`src/rtl/exec_sequencer.sv`:
```
// exec_sequencer: single-issue execute controller sitting between decode,
// reg_file and alu. One op in flight: IDLE -> READ -> EXEC -> WB -> RESP.
// Optional feature macro: DIV_ZERO_GUARD_EN (divide/remainder-by-zero
// override of the alu result, flagged on rsp_err).
//
// Handshakes: a transfer happens on a rising clk edge where valid and ready
// are both 1. valid, once raised, holds with its payload stable until that
// edge; ready may be asserted independently of valid.
//
// dbg_state exposes the FSM encoding (0 IDLE, 1 READ, 2 EXEC, 3 WB, 4 RESP).
module exec_sequencer #(
  parameter int DATA_W = 64,
  parameter int REG_AW = 5,
  parameter int OP_W   = 5,
  parameter int CNT_W  = 16
) (
  input  logic              clk,
  input  logic              reset,
  input  logic              req_valid,
  output logic              req_ready,
  input  logic [OP_W-1:0]   req_opcode,
  input  logic [REG_AW-1:0] req_rs1,
  input  logic [REG_AW-1:0] req_rs2,
  input  logic [REG_AW-1:0] req_rd,
  input  logic              req_use_imm,
  input  logic [DATA_W-1:0] req_imm,
  output logic [REG_AW-1:0] rf_rs1,
  output logic [REG_AW-1:0] rf_rs2,
  input  logic [DATA_W-1:0] rf_rs1_val,
  input  logic [DATA_W-1:0] rf_rs2_val,
  output logic              rf_write_sig,
  output logic [DATA_W-1:0] rf_write_val,
  output logic [REG_AW-1:0] rf_write_reg,
  output logic [OP_W-1:0]   alu_opcode,
  output logic [DATA_W-1:0] alu_value1,
  output logic [DATA_W-1:0] alu_value2,
  input  logic [DATA_W-1:0] alu_result,
  output logic              rsp_valid,
  input  logic              rsp_ready,
  output logic [REG_AW-1:0] rsp_rd,
  output logic [DATA_W-1:0] rsp_value,
  output logic              rsp_err,
  output logic [CNT_W-1:0]  ops_retired,
  output logic [2:0]        dbg_state
);

  typedef enum logic [2:0] {
    S_IDLE = 3'd0,
    S_READ = 3'd1,
    S_EXEC = 3'd2,
    S_WB   = 3'd3,
    S_RESP = 3'd4
  } state_t;

  state_t state_q, state_d;

  logic [OP_W-1:0]   op_q;
  logic [REG_AW-1:0] rd_q;
  logic              use_imm_q;
  logic [DATA_W-1:0] imm_q;
  logic [DATA_W-1:0] wb_result;
  logic              wb_err;
  logic [REG_AW-1:0] rsp_rd_q;
  logic [DATA_W-1:0] rsp_value_q;
  logic              rsp_err_q;
  logic [CNT_W-1:0]  retired_q;

  // State register; reset drops any in-flight op immediately.
  always_ff @(posedge clk or posedge reset) begin
    if (reset) state_q <= S_IDLE;
    else       state_q <= state_d;
  end

  // Next-state: fixed one-cycle steps except RESP, which waits for rsp_ready.
  always_comb begin
    state_d = state_q;
    case (state_q)
      S_IDLE:  if (req_valid) state_d = S_READ;
      S_READ:  state_d = S_EXEC;
      S_EXEC:  state_d = S_WB;
      S_WB:    state_d = S_RESP;
      S_RESP:  if (rsp_ready) state_d = S_IDLE;
      default: state_d = S_IDLE;
    endcase
  end

  // Capture the request on acceptance; register indices drive reg_file directly.
  always_ff @(posedge clk or posedge reset) begin
    if (reset) begin
      op_q      <= '0;
      rf_rs1    <= '0;
      rf_rs2    <= '0;
      rd_q      <= '0;
      use_imm_q <= 1'b0;
      imm_q     <= '0;
    end else if (state_q == S_IDLE && req_valid) begin
      op_q      <= req_opcode;
      rf_rs1    <= req_rs1;
      rf_rs2    <= req_rs2;
      rd_q      <= req_rd;
      use_imm_q <= req_use_imm;
      imm_q     <= req_imm;
    end
  end

  assign alu_opcode = op_q;

  // ALU operands only during EXEC. rf_rs*_val come straight off the
  // reg_file's output register, so this is a register-to-alu path.
  always_comb begin
    alu_value1 = '0;
    alu_value2 = '0;
    if (state_q == S_EXEC) begin
      alu_value1 = rf_rs1_val;
      alu_value2 = use_imm_q ? imm_q : rf_rs2_val;
    end
  end

`ifdef DIV_ZERO_GUARD_EN
  localparam logic [OP_W-1:0] OP_DIV = OP_W'(3);
  localparam logic [OP_W-1:0] OP_REM = OP_W'(7);

  logic [DATA_W-1:0] v1_q;
  logic [DATA_W-1:0] v2_q;

  // Keep the operands seen by the alu so WB can detect a zero divisor.
  always_ff @(posedge clk or posedge reset) begin
    if (reset) begin
      v1_q <= '0;
      v2_q <= '0;
    end else if (state_q == S_EXEC) begin
      v1_q <= alu_value1;
      v2_q <= alu_value2;
    end
  end

  // Zero-divisor override: DIV gives all-ones, REM gives the dividend.
  always_comb begin
    wb_result = alu_result;
    wb_err    = 1'b0;
    if (op_q == OP_DIV && v2_q == '0) begin
      wb_result = '1;
      wb_err    = 1'b1;
    end else if (op_q == OP_REM && v2_q == '0) begin
      wb_result = v1_q;
      wb_err    = 1'b1;
    end
  end
`else
  // No override: alu result passes through and no error is ever raised.
  always_comb begin
    wb_result = alu_result;
    wb_err    = 1'b0;
  end
`endif

  // Writeback strobe exists only in WB; rd 0 is never written.
  always_comb begin
    rf_write_sig = 1'b0;
    rf_write_val = '0;
    rf_write_reg = '0;
    if (state_q == S_WB) begin
      rf_write_sig = (rd_q != '0);
      rf_write_val = wb_result;
      rf_write_reg = rd_q;
    end
  end

  // Response payload loads in WB and stays put through RESP.
  always_ff @(posedge clk or posedge reset) begin
    if (reset) begin
      rsp_rd_q    <= '0;
      rsp_value_q <= '0;
      rsp_err_q   <= 1'b0;
    end else if (state_q == S_WB) begin
      rsp_rd_q    <= rd_q;
      rsp_value_q <= wb_result;
      rsp_err_q   <= wb_err;
    end
  end

  // Retired-op counter steps on each response handshake and wraps.
  always_ff @(posedge clk or posedge reset) begin
    if (reset)                                retired_q <= '0;
    else if (state_q == S_RESP && rsp_ready) retired_q <= retired_q + 1'b1;
  end

  assign req_ready   = (state_q == S_IDLE);
  assign rsp_valid   = (state_q == S_RESP);
  assign rsp_rd      = rsp_rd_q;
  assign rsp_value   = rsp_value_q;
  assign rsp_err     = rsp_err_q;
  assign ops_retired = retired_q;
  assign dbg_state   = state_q;

endmodule

```
`config.mk`:
```
export PLATFORM = sky130hd
export DESIGN_NAME = exec_sequencer
export DESIGN_NICKNAME = d
export VERILOG_FILES = /design/src/rtl/exec_sequencer.sv
export SDC_FILE = /design/constraint.sdc
export NUM_CORES = 1
export LEC_CHECK = 0
export CELL_PAD_IN_SITES_DETAIL_PLACEMENT = 1
export CELL_PAD_IN_SITES_GLOBAL_PLACEMENT = 1
export CORE_AREA = 5 5 223 225
export CTS_CLUSTER_DIAMETER = 100
export DETAILED_ROUTE_END_ITERATION = 10
export DIE_AREA = 0 0 228 230
export GPL_ROUTABILITY_DRIVEN = 0
export PLACE_DENSITY_LB_ADDON = 0.08
export SLEW_MARGIN = 20
export SYNTH_ARGS = -nofsm -noshare
export SYNTH_HDL_FRONTEND = slang
export SYNTH_SLANG_ARGS = --single-unit
```
`constraint.sdc`:
```
create_clock -name clk -period 6.84 [get_ports clk]
set_clock_uncertainty 0.2 [all_clocks]
set_input_delay 1.368 -clock clk [delete_from_list [all_inputs] [get_ports clk]]
set_output_delay 1.368 -clock clk [all_outputs]
set_load 0.02 [all_outputs]
```
---- Word-level counts from Yosys, hierarchy flattened ----
Cells that the tools add are included.
word-level totals
  flip-flop bits (word level) ............. 173
  input port bits ......................... 281
cells by class
  add/sub/neg operators ................... 1
  equality and inequality tests ........... 6
  muxes and demuxes ....................... 9
  reduce and logical (&&, ||, !) cells .... 5
operators by type and width
  operator                                                                number
  64-bit 2-to-1 mux                                                       4
  16-bit by 1-bit adder with 16-bit output (second input constant)        1
  3-bit case mux with 5 select lines                                      1
  3-bit by 2-bit equality test with 1-bit output (second input constant)  2
  3-bit 2-to-1 mux                                                        2
  5-bit 2-to-1 mux                                                        1
  5-bit nonzero test                                                      1
  3-bit by 1-bit equality test with 1-bit output (second input constant)  1
  3-bit equality test (second input constant)                             1
  3-bit zero test                                                         1
  1-bit logical AND                                                       2
  2-bit by 1-bit != test with 1-bit output (second input constant)        1
  2-bit != test (second input constant)                                   1
  2-bit AND reduction                                                     1
  1-bit 2-to-1 mux                                                        1

---- Longest topological paths before layout ----
  depth after elaboration ................. 3
  depth in mapped cells ................... 7
  mapped depth without buffers ............ 5

---- Worst setup path after synthesis ----
Ideal clock, no wire load.
  kind .................................... input to output
  start point ............................. input port rf_rs2_val[10]
  end point ............................... output port alu_value2[10]
  arrival ................................. 1719 ps
  setup slack ............................. 3553 ps
  cell stages on the path ................. 2
  cell sequence ........................... mux2i_1 > nor2_1
on the way
  word-level cells in the longest chain between the ends .. 2
RTL lines
  element            RTL line  RTL
  start, declared    30        input logic [DATA_W-1:0] rf_rs2_val,
  64-bit 2-to-1 mux  115       alu_value2 = use_imm_q ? imm_q : rf_rs2_val;
  64-bit 2-to-1 mux  113       if (state_q == S_EXEC) begin
  end, declared      36        output logic [DATA_W-1:0] alu_value2,
No other way between the ends.

---- Final worst setup path ----
  start point ............................. register state_q[1] (netlist: dbg_state[1])
  end point ............................... output port rf_write_val[1]
on the way
  word-level cells in the longest chain between the ends .. 2
RTL lines
  element                                         RTL line  RTL
  start, declared                                 55        state_t state_q, state_d;
  start signal, assigned                          71        else state_q <= state_d;
  3-bit by 2-bit equality test with 1-bit output  162       if (state_q == S_WB) begin
  64-bit 2-to-1 mux                               162
  end, declared                                   32        output logic [DATA_W-1:0] rf_write_val,
No other way between the ends.

==> run summary <==
The instance area after placement came out at around 15000 um^2. For this block, the via count after detailed routing is approximately 7600. Buffers inserted during clock tree synthesis total 17.

The total wirelength of the detailed-routed design is ~45 mm. The routed wire length per instance is between 20 and 25 um. Timing would allow up to 0.201 GHz.

Yosys attributes the largest share of cell area to sky130_fd_sc_hd__dfrtp_1 (53%), sky130_fd_sc_hd__mux2_2 (12%), sky130_fd_sc_hd__mux2i_1 (7.8%). The critical path buffer and inverter count came out at 3. In the routed layout, each cell is associated on average with a via count of 4.04. The die boundary height is 230 um. The total number of yosys warnings came out at 0. By startpoint and endpoint, the worst setup path is classified as reg2out. The count of boundary I/O pins came out at between 500 and 600. The largest incremental delay on the critical path came out at 770 ps. Walking the worst path, the cells encountered are buf_4 -> and3b_2 -> buf_4 -> and2_1 -> clkdlybuf4s50_1. For hold timing, the worst endpoint is rsp_value[27]. In the synthesized netlist the dominant register cell turns out to be sky130_fd_sc_hd__dfrtp_1.

The remaining routing DRC violations is 0. The async set-reset flop share out of synthesis came out at 1.00. The floorplan has 80 rows. The half-perimeter wire length of the detailed placement result is about 35 mm.

The final global-route overflow total came out at 0. Yosys mapped the design onto 31 distinct sky130hd cell types. The share of the yosys chip area belonging to registers is 0.529.

The TritonCTS sink count is ~170. The initial core utilization came out at 0.173. The region available for standard cell placement spans around 47000 um^2. The width of the chip is around 230 um.

The count of final setup violators came out at 0. The worst supply voltage drop on vdd is about 0.16 mV. The total of max-cap violations is 0. The mean instance size in the synthesized netlist is about 12 um^2. The number of detailed-route iterations in the first pass came out at 4.

The worst hold path belongs to the class reg2reg. The mapped cell area is about 8200 um^2. The combined global-route utilization of all metal layers came out at 0.168.

For the worst flop-to-flop path, the logic depth is 5. Across all register-to-register paths, the minimum setup slack is ~3700 ps. The layout has 5276 filler cells. The library cells used most frequently in the layout, excluding fill and tap cells, are sky130_fd_sc_hd__clkdlybuf4s50_1 (583), sky130_fd_sc_hd__dfrtp_1 (172), sky130_fd_sc_hd__mux2_2 (86).

The detail route stage leaves a number of antenna-violating nets equal to 0. The cell that appears most often on the critical path is sky130_fd_sc_hd__buf_4. For this design the ratio of total power to cell area is 442 nW/um^2. Leaving out fill and tap cells, the most frequent cell in the layout is sky130_fd_sc_hd__clkdlybuf4s50_1. On the critical path, the stage with the largest delay is an instance of sky130_fd_sc_hd__and3b_2. The initial antenna violation count came out at 3. The DRC marker count from the first detailed-route iteration is ~330.

The final instance area is roughly 15000 um^2. The worst path in the final design needs a cycle of around 5000 ps, including I/O delays and setup. The clock latency reported for the late side of the worst-skew pair came out at ~460 ps. In the final timing run, aggregate negative setup slack is 0 ps. The worst-path maximum fanout is 73.

Hold repair after CTS inserted 0 buffers. The kind of launch point of the worst setup path is a flip-flop. The arrival time at the worst endpoint came out at between 3000 and 4000 ps. In the final layout, the multi-input gates occupy between 3000 and 4000 um^2. The area added between synthesis and finish is 86.0%.

The biggest area contributor in the post-synthesis netlist is sky130_fd_sc_hd__dfrtp_1. Grouping stages by cell kind, the critical path spends the most delay in buffers and inverters. The final period utilization is 0.726.

Synthesis handed over a netlist of 704 instances. The clock tree from TritonCTS is built. The total of buffers placed on input and output ports is roughly 580. The first-pass GRT wire length is 64.4 mm. The clock transition at the registers of the reported paths came out at around 70 ps. The via count of the first global-routing pass is around 8600. The synthesized design contains 173 register bits. The number of enable-type register cells in the synthesized netlist came out at 0.

The flow ran to the end, and the final reports show no timing, DRC or antenna violations. The number of nets in the layout came out at around 1500. Entering global routing, the biggest net connects 140 pins. Along the worst hold path, the cell count comes to 1.

The max-slew violation total from the final report was 0. No sink is reached through more buffers than the 2 on the longest clock path. The hold violation count in the final report was 0.

The post-CTS repair timing setup buffer count came out at 0. Counting every net in the synthesized netlist gives 986. The worst register-to-register path begins at dbg_state[1]. Gates resized during post-CTS repair numbered 0. The pin slew with the least headroom to its limit came out at 910 ps. In this run the critical register-to-register path is captured at imm_q[5]. The leakage power total is between 6 and 7 nW. In this run the most critical hold path is launched from rsp_value[27]. Of the post-synthesis cell area, the dominant cell type holds 0.529.

The area enclosed by the die boundary came out at about 52000 um^2. The worst path required time is approximately 5300 ps. The worst pin sits at a relative slew slack of 0.394. The cell sitting at the root of the clock tree is a sky130_fd_sc_hd__clkbuf_16. The worst setup path is captured at an output port. Setup repair after global routing left no endpoint under its margin. The total number of H-tree levels came out at 4.

The sequential cell area is 4330 um^2. The share of post-route cells with drive strength above 1 came out at 0.101.
cells in the mapped netlist, types with 2 or more instances:
library cell and instances:
sky130_fd_sc_hd__mux2_2 86, sky130_fd_sc_hd__clkbuf_1 35, sky130_fd_sc_hd__xnor2_1 10, sky130_fd_sc_hd__nor2_1 70, sky130_fd_sc_hd__and3_1 70, sky130_fd_sc_hd__xor2_1 6
sky130_fd_sc_hd__nand2_1 7, sky130_fd_sc_hd__buf_2 6, sky130_fd_sc_hd__dfrtp_1 173, sky130_fd_sc_hd__inv_1 2, sky130_fd_sc_hd__mux2i_1 64, sky130_fd_sc_hd__and2_1 70
sky130_fd_sc_hd__buf_6 5, sky130_fd_sc_hd__buf_1 5, sky130_fd_sc_hd__a21o_1 69, sky130_fd_sc_hd__buf_4 2, sky130_fd_sc_hd__nor3_1 3, sky130_fd_sc_hd__nand3_1 8
kinds of logic (layout without fill, tap and decap cells):
kind of cell,Yosys count,in the layout,synth area share
other cells,1,2,0.000458
fa+ha+maj,1,1,0.00153
compound gates,72,72,0.0654
buf+inv,56,623,0.0323
mux,150,150,0.197
simple gates,235,235,0.158
xor+xnor,16,16,0.0171
flops,173,173,0.529
report_power, final:
part	total, mW	leakage, nW	switching, mW	internal [mW]
Sequential	1.84	2.12	0.345	1.50
Combinational	3.85	4.36	1.98	1.87
Clock	1.03	0.285	0.433	0.597
worst max-delay path by stage:
stage                 start               to  slack (ps)  depth (start not counted)
6_report       dbg_state[1]  rf_write_val[1]        1870                          5
5_1_grt        dbg_state[1]  rf_write_val[1]        1580                          5
4_1_cts        dbg_state[1]  rf_write_val[1]        1740                          5
3_5_place_dp   dbg_state[1]  rf_write_val[1]        2270                          5
3_3_place_gp   dbg_state[1]  rf_write_val[1]        2310                          5
2_1_floorplan         reset    alu_opcode[0]         580                          1
stage by stage:
step / power (mW) / worst slack (ps) / utilization / hold WS (ps) / instances
after floorplan: 3.85 / 584 / - / 280 / 704
after global placement: 5.78 / 2310 / 0.309 / 258 / 1857
after detailed placement: 5.78 / 2270 / 0.309 / 264 / 1857
after CTS: 6.88 / 1740 / 0.321 / 281 / 1886
after global routing: 7.16 / 1580 / 0.321 / 294 / 1886
final: 6.72 / 1870 / 0.322 / 274 / 1887
metal layers:
layer / track usage / wire length (um) / vias to the layer above
li1: - / - / 3532
met1: 0.201 / 18600 / 3739
met2: 0.279 / 21700 / 312
met3: 0.0717 / 3840 / 31
met4: 0.0424 / 476 / 4
met5: 0 / 27 / -
flip-flops by register name, summed over array words and instances (netlist names), 5 cells and up:
register     cells
ops_retired     16
imm_q           64
alu_opcode       5
rsp_rd           5
rsp_value       64
rd_q             5
rf_rs2           5
rf_rs1           5
layout make-up:
type	instances	area share
timing repair buffer	592	0.389
sequential	173	0.285
multi-input combinational	475	0.236
tap	615	0.0506
clock buffer	23	0.0314
clock inverter	6	0.00732
inverter	2	0.000822
antenna	1	0.000164
No activity file was read; power rests on OpenSTA's default activity.
